File: config.mk
export PLATFORM = sky130hd
export DESIGN_NAME = hazard_unit_flat
export DESIGN_NICKNAME = d
export VERILOG_FILES = /design/src/rtl/hazard_unit_pkg.sv /design/src/rtl/hazard_unit_if.sv /design/src/rtl/hazard_unit_mul_hold_fsm.sv /design/src/rtl/hazard_unit.sv /design/src/flat_wrapper.sv
export SDC_FILE = /design/constraint.sdc
export NUM_CORES = 1
export LEC_CHECK = 0
export CORE_MARGIN = 2
export CORE_UTILIZATION = 38
export CTS_BUF_LIST = sky130_fd_sc_hd__clkbuf_16
export DETAILED_ROUTE_END_ITERATION = 8
export GPL_TIMING_DRIVEN = 0
export PLACE_DENSITY = 0.77
export SLEW_MARGIN = 20
export SYNTH_ARGS = -nofsm -noshare
export SYNTH_HDL_FRONTEND = slang
export SYNTH_HIERARCHICAL = 1
export SYNTH_SLANG_ARGS = --single-unit
File: constraint.sdc
create_clock -name clk -period 1.8 [get_ports clk]
set_clock_uncertainty 0.05 [all_clocks]
set_input_delay 0.27 -clock clk [delete_from_list [all_inputs] [get_ports clk]]
set_output_delay 0.27 -clock clk [all_outputs]
set_load 0.1 [all_outputs]
File: src/rtl/hazard_unit_pkg.sv
// Shared definitions for the hazard unit.
//   - Forwarding mux select encodings driven on ForwardAE/ForwardBE.
//   - Multiply-hold FSM state codes.
//   - fwd_sel(): forwarding priority function shared by both source operands.
package hazard_unit_pkg;

  localparam logic [1:0] FWD_RF  = 2'b00;  // operand from register file
  localparam logic [1:0] FWD_WB  = 2'b01;  // operand from ResultW
  localparam logic [1:0] FWD_MEM = 2'b10;  // operand from ALUOutM

  // r15 is the PC; its value never travels through the forwarding paths.
  localparam logic [3:0] REG_PC = 4'd15;

  typedef enum logic {
    MS_IDLE = 1'b0,
    MS_BUSY = 1'b1
  } mul_state_e;

  // The Memory stage holds the younger result, so it wins over Writeback.
  function automatic logic [1:0] fwd_sel(input logic [3:0] ra,
                                         input logic       reg_write_m,
                                         input logic [3:0] wa_m,
                                         input logic       reg_write_w,
                                         input logic [3:0] wa_w);
    logic [1:0] sel;
    sel = FWD_RF;
    if (reg_write_m && (ra == wa_m) && (wa_m != REG_PC)) begin
      sel = FWD_MEM;
    end else if (reg_write_w && (ra == wa_w) && (wa_w != REG_PC)) begin
      sel = FWD_WB;
    end
    return sel;
  endfunction

endpackage

File: src/rtl/hazard_unit_if.sv
// Bundle of signals between the pipeline (controller + datapath) and the
// hazard unit.
//   master : pipeline side - drives register addresses and stage-qualified
//            control, receives stall/flush/forward controls.
//   slave  : hazard unit side.
// CNT_W sizes the StallCycles performance counter.
interface hazard_unit_if #(
  parameter int CNT_W = 16
);

  logic [3:0]       RA1D;
  logic [3:0]       RA2D;
  logic [3:0]       RA1E;
  logic [3:0]       RA2E;
  logic [3:0]       WA3E;
  logic [3:0]       WA3M;
  logic [3:0]       WA3W;
  logic             RegWriteM;
  logic             RegWriteW;
  logic             MemtoRegE;
  logic             MulOpE;
  logic             PCWrPendingF;
  logic             PCSrcW;
  logic             BranchTakenD;

  logic [1:0]       ForwardAE;
  logic [1:0]       ForwardBE;
  logic             StallF;
  logic             StallD;
  logic             StallE;
  logic             FlushD;
  logic             FlushE;
  logic             FlushM;
  logic             MulBusy;
  logic [CNT_W-1:0] StallCycles;

  modport master (
    output RA1D, RA2D, RA1E, RA2E, WA3E, WA3M, WA3W,
    output RegWriteM, RegWriteW, MemtoRegE, MulOpE,
    output PCWrPendingF, PCSrcW, BranchTakenD,
    input  ForwardAE, ForwardBE, StallF, StallD, StallE,
    input  FlushD, FlushE, FlushM, MulBusy, StallCycles
  );

  modport slave (
    input  RA1D, RA2D, RA1E, RA2E, WA3E, WA3M, WA3W,
    input  RegWriteM, RegWriteW, MemtoRegE, MulOpE,
    input  PCWrPendingF, PCSrcW, BranchTakenD,
    output ForwardAE, ForwardBE, StallF, StallD, StallE,
    output FlushD, FlushE, FlushM, MulBusy, StallCycles
  );

endinterface

File: src/rtl/hazard_unit_mul_hold_fsm.sv
// Multi-cycle multiply hold. Keeps a multiply in Execute for MUL_CYCLES
// cycles by raising mul_stall_o for the first MUL_CYCLES-1 of them.
// Ports:
//   clk, reset   : clock, synchronous active-high reset
//   mul_op_i     : valid multiply in Execute
//   mul_stall_o  : hold request (combinational from state)
module hazard_unit_mul_hold_fsm
  import hazard_unit_pkg::*;
#(
  parameter int MUL_CYCLES = 3
) (
  input  logic clk,
  input  logic reset,
  input  logic mul_op_i,
  output logic mul_stall_o
);

  localparam bit HOLD_EN = (MUL_CYCLES > 1);
  localparam int CW      = (MUL_CYCLES > 2) ? $clog2(MUL_CYCLES) : 1;
  localparam int LOAD_I  = (MUL_CYCLES > 1) ? (MUL_CYCLES - 2) : 0;
  localparam logic [CW-1:0] CNT_LOAD = LOAD_I[CW-1:0];

  mul_state_e    state_q, state_d;
  logic [CW-1:0] cnt_q, cnt_d;

  always_ff @(posedge clk) begin
    if (reset) begin
      state_q <= MS_IDLE;
      cnt_q   <= '0;
    end else begin
      state_q <= state_d;
      cnt_q   <= cnt_d;
    end
  end

  always_comb begin
    state_d     = state_q;
    cnt_d       = cnt_q;
    mul_stall_o = 1'b0;
    unique case (state_q)
      MS_IDLE: begin
        if (HOLD_EN && mul_op_i) begin
          mul_stall_o = 1'b1;
          cnt_d       = CNT_LOAD;
          state_d     = MS_BUSY;
        end
      end
      MS_BUSY: begin
        // cnt==0 is the release cycle: the multiply advances to M and
        // mul_op_i is ignored so the same instruction cannot retrigger.
        if (cnt_q != '0) begin
          mul_stall_o = 1'b1;
          cnt_d       = cnt_q - CW'(1);
        end else begin
          state_d = MS_IDLE;
        end
      end
      default: begin
        state_d = MS_IDLE;
      end
    endcase
  end

endmodule

File: src/rtl/hazard_unit.sv
// Pipeline hazard unit: operand forwarding, load-use interlock, branch /
// PC-write flushes, multi-cycle multiply hold and a saturating count of
// fetch-stall cycles.
// Ports:
//   clk, reset : clock, synchronous active-high reset
//   hz         : hazard_unit_if.slave - addresses and stage-qualified
//                control in; ForwardAE/BE, Stall F/D/E, Flush D/E/M,
//                MulBusy and StallCycles out.
// While reset is high every stall/flush output is 0 and forwarding selects
// the register file.
module hazard_unit
  import hazard_unit_pkg::*;
#(
  parameter int MUL_CYCLES = 3,
  parameter int CNT_W      = 16
) (
  input  logic          clk,
  input  logic          reset,
  hazard_unit_if.slave  hz
);

  logic             mul_stall;
  logic             ldr_stall;
  logic [1:0]       fwd_a, fwd_b;
  logic             stall_f, stall_d, stall_e;
  logic             flush_d, flush_e, flush_m, mul_busy;
  logic [CNT_W-1:0] StallCycles_q, StallCycles_d;

  hazard_unit_mul_hold_fsm #(
    .MUL_CYCLES (MUL_CYCLES)
  ) u_mul_hold_fsm (
    .clk         (clk),
    .reset       (reset),
    .mul_op_i    (hz.MulOpE),
    .mul_stall_o (mul_stall)
  );

  assign ldr_stall = hz.MemtoRegE && ((hz.RA1D == hz.WA3E) || (hz.RA2D == hz.WA3E));

  always_comb begin
    fwd_a    = FWD_RF;
    fwd_b    = FWD_RF;
    stall_f  = 1'b0;
    stall_d  = 1'b0;
    stall_e  = 1'b0;
    flush_d  = 1'b0;
    flush_e  = 1'b0;
    flush_m  = 1'b0;
    mul_busy = 1'b0;
    if (!reset) begin
      fwd_a = fwd_sel(hz.RA1E, hz.RegWriteM, hz.WA3M, hz.RegWriteW, hz.WA3W);
      fwd_b = fwd_sel(hz.RA2E, hz.RegWriteM, hz.WA3M, hz.RegWriteW, hz.WA3W);
      if (mul_stall) begin
        // Freeze F/D/E and bubble M. Branch and load-use decisions are
        // dropped here; they are re-evaluated once the multiply releases.
        mul_busy = 1'b1;
        stall_f  = 1'b1;
        stall_d  = 1'b1;
        stall_e  = 1'b1;
        flush_m  = 1'b1;
      end else begin
        stall_f = ldr_stall || hz.PCWrPendingF;
        stall_d = ldr_stall;
        flush_d = hz.PCWrPendingF || hz.PCSrcW || hz.BranchTakenD;
        flush_e = ldr_stall || hz.BranchTakenD;
      end
    end
  end

  always_comb begin
    StallCycles_d = StallCycles_q;
    if (stall_f && (StallCycles_q != '1)) begin
      StallCycles_d = StallCycles_q + CNT_W'(1);
    end
  end

  always_ff @(posedge clk) begin
    if (reset) begin
      StallCycles_q <= '0;
    end else begin
      StallCycles_q <= StallCycles_d;
    end
  end

  assign hz.ForwardAE   = fwd_a;
  assign hz.ForwardBE   = fwd_b;
  assign hz.StallF      = stall_f;
  assign hz.StallD      = stall_d;
  assign hz.StallE      = stall_e;
  assign hz.FlushD      = flush_d;
  assign hz.FlushE      = flush_e;
  assign hz.FlushM      = flush_m;
  assign hz.MulBusy     = mul_busy;
  assign hz.StallCycles = StallCycles_q;

endmodule

File: src/flat_wrapper.sv
// flat-port wrapper written by rule: the top's interface ports become plain ports
module hazard_unit_flat import hazard_unit_pkg::*;
#(
  parameter int MUL_CYCLES = 3,
  parameter int CNT_W      = 16
)
  (clk, reset, hz_RA1D, hz_RA2D, hz_RA1E, hz_RA2E, hz_WA3E, hz_WA3M, hz_WA3W, hz_RegWriteM, hz_RegWriteW, hz_MemtoRegE, hz_MulOpE, hz_PCWrPendingF, hz_PCSrcW, hz_BranchTakenD, hz_ForwardAE, hz_ForwardBE, hz_StallF, hz_StallD, hz_StallE, hz_FlushD, hz_FlushE, hz_FlushM, hz_MulBusy, hz_StallCycles);
  hazard_unit_if #(.CNT_W(CNT_W)) hz_i ();
  input  logic clk;
  input  logic reset;
  input wire logic [$bits(hz_i.RA1D)-1:0] hz_RA1D;
  input wire logic [$bits(hz_i.RA2D)-1:0] hz_RA2D;
  input wire logic [$bits(hz_i.RA1E)-1:0] hz_RA1E;
  input wire logic [$bits(hz_i.RA2E)-1:0] hz_RA2E;
  input wire logic [$bits(hz_i.WA3E)-1:0] hz_WA3E;
  input wire logic [$bits(hz_i.WA3M)-1:0] hz_WA3M;
  input wire logic [$bits(hz_i.WA3W)-1:0] hz_WA3W;
  input wire logic [$bits(hz_i.RegWriteM)-1:0] hz_RegWriteM;
  input wire logic [$bits(hz_i.RegWriteW)-1:0] hz_RegWriteW;
  input wire logic [$bits(hz_i.MemtoRegE)-1:0] hz_MemtoRegE;
  input wire logic [$bits(hz_i.MulOpE)-1:0] hz_MulOpE;
  input wire logic [$bits(hz_i.PCWrPendingF)-1:0] hz_PCWrPendingF;
  input wire logic [$bits(hz_i.PCSrcW)-1:0] hz_PCSrcW;
  input wire logic [$bits(hz_i.BranchTakenD)-1:0] hz_BranchTakenD;
  output wire logic [$bits(hz_i.ForwardAE)-1:0] hz_ForwardAE;
  output wire logic [$bits(hz_i.ForwardBE)-1:0] hz_ForwardBE;
  output wire logic [$bits(hz_i.StallF)-1:0] hz_StallF;
  output wire logic [$bits(hz_i.StallD)-1:0] hz_StallD;
  output wire logic [$bits(hz_i.StallE)-1:0] hz_StallE;
  output wire logic [$bits(hz_i.FlushD)-1:0] hz_FlushD;
  output wire logic [$bits(hz_i.FlushE)-1:0] hz_FlushE;
  output wire logic [$bits(hz_i.FlushM)-1:0] hz_FlushM;
  output wire logic [$bits(hz_i.MulBusy)-1:0] hz_MulBusy;
  output wire logic [$bits(hz_i.StallCycles)-1:0] hz_StallCycles;
  assign hz_i.RA1D = hz_RA1D;
  assign hz_i.RA2D = hz_RA2D;
  assign hz_i.RA1E = hz_RA1E;
  assign hz_i.RA2E = hz_RA2E;
  assign hz_i.WA3E = hz_WA3E;
  assign hz_i.WA3M = hz_WA3M;
  assign hz_i.WA3W = hz_WA3W;
  assign hz_i.RegWriteM = hz_RegWriteM;
  assign hz_i.RegWriteW = hz_RegWriteW;
  assign hz_i.MemtoRegE = hz_MemtoRegE;
  assign hz_i.MulOpE = hz_MulOpE;
  assign hz_i.PCWrPendingF = hz_PCWrPendingF;
  assign hz_i.PCSrcW = hz_PCSrcW;
  assign hz_i.BranchTakenD = hz_BranchTakenD;
  assign hz_ForwardAE = hz_i.ForwardAE;
  assign hz_ForwardBE = hz_i.ForwardBE;
  assign hz_StallF = hz_i.StallF;
  assign hz_StallD = hz_i.StallD;
  assign hz_StallE = hz_i.StallE;
  assign hz_FlushD = hz_i.FlushD;
  assign hz_FlushE = hz_i.FlushE;
  assign hz_FlushM = hz_i.FlushM;
  assign hz_MulBusy = hz_i.MulBusy;
  assign hz_StallCycles = hz_i.StallCycles;
  hazard_unit #(.MUL_CYCLES(MUL_CYCLES), .CNT_W(CNT_W)) u_core (.clk(clk), .reset(reset), .hz(hz_i));
endmodule
==> results.toml <==
[layout]
areaGrowthSynthToFinish_pct = 97.4
nNetsFinal = 291
finalNonFillerCells = 299
utilization_pct = 77.1
drive_above_1_share_pct = 51.8
diodes = 0
final_cell_area_sq_mm = 0.00280

[sta]
holdWs_ns = 0.370
worstMarginPinSlew_ns = 0.957
post-route-min-period_ns = 1.94
hold_viol = 0
worst_slack_ns = -0.138
relSlewSlack_pct = 36.5
rsz0062_at_grt = "true"
max_clock_freq_mhz = 516
report.final.slew_viol_count = 0
post-route-period-util_pct = 108
finalSetupViolations = 9

[power]
power_mw = 1.50
ir_drop_mv = 0.306
leakagePower_nw = 1.08
p_per_area_mw_per_mm2 = 536

[critical_path]
cp-end-kind = "primary output"
critPathKind = "reg -> out"
crit_arrival_ns = 1.62
startpoint_type = "flip-flop"
crit_chain = "inv_2, ha_4, nand2b_4, o21ai_4, inv_2, nor2_4, buf_12, buf_12"
slowest_stage = "dfxtp_2"
crit_buf_inv = 4
cpPeakStageDelay_ns = 0.33
cp.required_ns = 1.48
cpLargestDelayFamily = "buffers and inverters"
critPathMaxFanout = 5

[logic_synthesis]
synthXorXnorAreaFrac_pct = 19.1
synthAdderAreaFrac_pct = 1.76
synth_cell_types = 47
ys_warn_count = 6
synthSimpleGateAreaFrac_pct = 26.3
yosys-mux-area-fraction_pct = 1.76
synth_top_family_by_area = "simple AND/OR/NAND/NOR gates"
seq_area_frac_synth_pct = 26.8
synth_cells = 162
synth_nets = 201
syn_area_sq_mm = 0.00142
syn_area_per_cell_sq_um = 8.77
synth_compound_gate_area_share_pct = 18.6
synth_seq_cells = 19

[routing]
wire_per_inst_um = 16.2
first_iter_violations = 52
wl_mm = 4.86
drc = 0
dr.pass1.iters = 6
vias = 1565
postRouteAntennaNets = 0
viasPerCell = 5.23

[clock_network]
cts-root-buf = "clkbuf_16"
cts_tree = "built"
htree_levels = 1
clk_path_buf_depth = 2
clk_pin_slew_worst_paths_ns = 0.05
clock_sinks = 19
clkLatencyLatePin_ns = 0.25
cts_buffers = 3

[global_routing]
grt_start_max_net_pins = 12
track_usage_pct = 23.2
grt_pass1_vias = 1619
grt_pass1_wl_mm = 7.57
antenna_found_initial = 0
overflow = 0

[floorplanning]
initial_core_util_pct = 39.1
core.rowCount = 22
io_pins = 64
dieArea_sq_mm = 0.00424
die_y_um = 65.1
dieWidth_um = 65.1
core_region_area_sq_mm = 0.00363

[placed_design]
postPlaceCellArea_sq_mm = 0.00238
place.gp.congestion = 0.788
post-place-cells = 273
portBuffers = 63
dpl.hpwl_mm = 3.09

[outcome]
status = "complete, but fails checks"
violations = "negative setup slack"

[run]
maxCapViolCount = 0

[hold_path]
hold_path.class = "in -> reg"
[where the power goes]
| part | internal [mW] | switching [mW] | leakage [nW] | total [mW] |
|---|---|---|---|---|
| logic | 0.250 | 0.358 | 0.873 | 0.608 |
| clock network | 0.297 | 0.153 | 0.0409 | 0.451 |
| registers | 0.423 | 0.0199 | 0.167 | 0.443 |
| total | 0.970 | 0.532 | 1.08 | 1.50 |
[sequential cells by signal, indices dropped and copies added (netlist names)]
register,flops
u_core/u_mul_hold_fsm/state_q,1
u_core/hz.StallCycles,16
u_core/u_mul_hold_fsm/cnt_q,2
[what timing repair did]
item,4_1_cts,5_1_grt
gates cloned,0,0
endpoints found under the setup margin,43,38
setup buffers,17,6
resized for setup,193,36
hold buffers,0,0
pin swaps,32,21
[per-layer routing]
layer  track usage, %  vias to the layer above  wire length [um]
met3             3.08                        4               319
met1             23.2                      767              1720
li1                 -                      736                 -
met2             48.2                       58              2750
met4             7.55                        0                70
met5                0                        -                 0
[stage by stage]
stage	worst slack, ns	setup TNS (ns)
4_1_cts	-0.136	-0.550
6_report	-0.138	-0.630
5_1_grt	-0.212	-1.47
3_5_place_dp	-1.51	-21.49
2_1_floorplan	-0.423	-2.31
3_3_place_gp	-1.46	-21.17
[layout make-up]
class                   instances  area (sq um)
repair buffers                 85           835
flip-flops and latches         19           435
clock buffers                   3          75.1
plain buffers                   6          90.1
multi-input cells             128          1270
fillers                       245           831
well taps                      48          60.1
inverters                       9          33.8
clock inverters                 1          5.00
[synthesized netlist by cell type (all sizes together)]
cell / instances / area [sq um]
nand2b: 4 / 25.0
mux2: 1 / 15.0
o21ba: 2 / 20.0
nor4: 4 / 31.3
nand3: 7 / 52.6
a21bo: 1 / 10.0
clkbuf: 2 / 17.5
or3: 1 / 6.26
o21ai: 2 / 17.5
a21oi: 11 / 62.6
nand2: 9 / 33.8
ha: 2 / 25.0
and3: 4 / 31.3
nand4: 4 / 25.0
dfxtp: 19 / 380
xor2: 8 / 70.1
and4: 1 / 11.3
o21a: 1 / 7.51
and2b: 1 / 8.76
or3b: 1 / 8.76
nor3: 7 / 46.3
buf: 4 / 30.0
a2111oi: 2 / 42.5
a21o: 2 / 15.0
inv: 9 / 33.8
xnor2: 23 / 201
and2: 1 / 7.51
o31ai: 1 / 7.51
nand3b: 2 / 15.0
a211oi: 6 / 55.1
nor2b: 1 / 6.26
a31o: 3 / 26.3
mux2i: 1 / 10.0
nor2: 15 / 63.8
[worst register-to-register path, delay by kind of cell (launching register included)]
| family | cells | cell delay (ns) |
|---|---|---|
| flip-flops | 1 | 0.35 |
| multiplexers | 1 | 0.30 |
| AO/OA/AOI/OAI | 1 | 0.16 |
| buffers and inverters | 1 | 0.09 |
| AND/OR/NAND/NOR | 4 | 0.82 |
[layout by cell type, fill, tap and decap left out, types with 3 or more instances in the layout]
master           instances
nand2_1                  5
inv_2                    4
nor2_1                  13
dlygate4sd2_1           19
clkdlybuf4s15_1         11
nand3_1                  4
inv_1                    5
dfxtp_4                 13
buf_12                  12
a211oi_4                 3
buf_6                   10
buf_2                    7
a21oi_4                  4
nand2_2                  3
buf_4                   17
dfxtp_2                  5
nor3_4                   4
a21oi_1                  5
a31o_1                   3
xor2_1                   4
xor2_2                   4
clkbuf_16                3
xnor2_1                 20
nand2b_1                 3
a211oi_1                 3
clkdlybuf4s50_1          6
nand4_1                  4
clkbuf_2                 6
[worst paths after layout]
path,cells past startpoint,end,from,slack [ns]
setup / recovery,8,hz_MulBusy,u_core/u_mul_hold_fsm/cnt_q[0],-0.14
hold / removal,2,u_core/u_mul_hold_fsm/state_q,reset,0.37
setup reg to reg,7,u_core/hz.StallCycles[14],u_core/hz.StallCycles[8],-0.09
hold reg to reg,1,u_core/u_mul_hold_fsm/cnt_q[0],u_core/u_mul_hold_fsm/cnt_q[0],0.42
[logic make-up after synthesis]
group	Yosys count
simple gates	62
compound gates	31
xor+xnor	31
flops	19
buf+inv	15
mux	2
fa+ha+maj	2
Note: power is estimated with default switching activity, not from simulation.
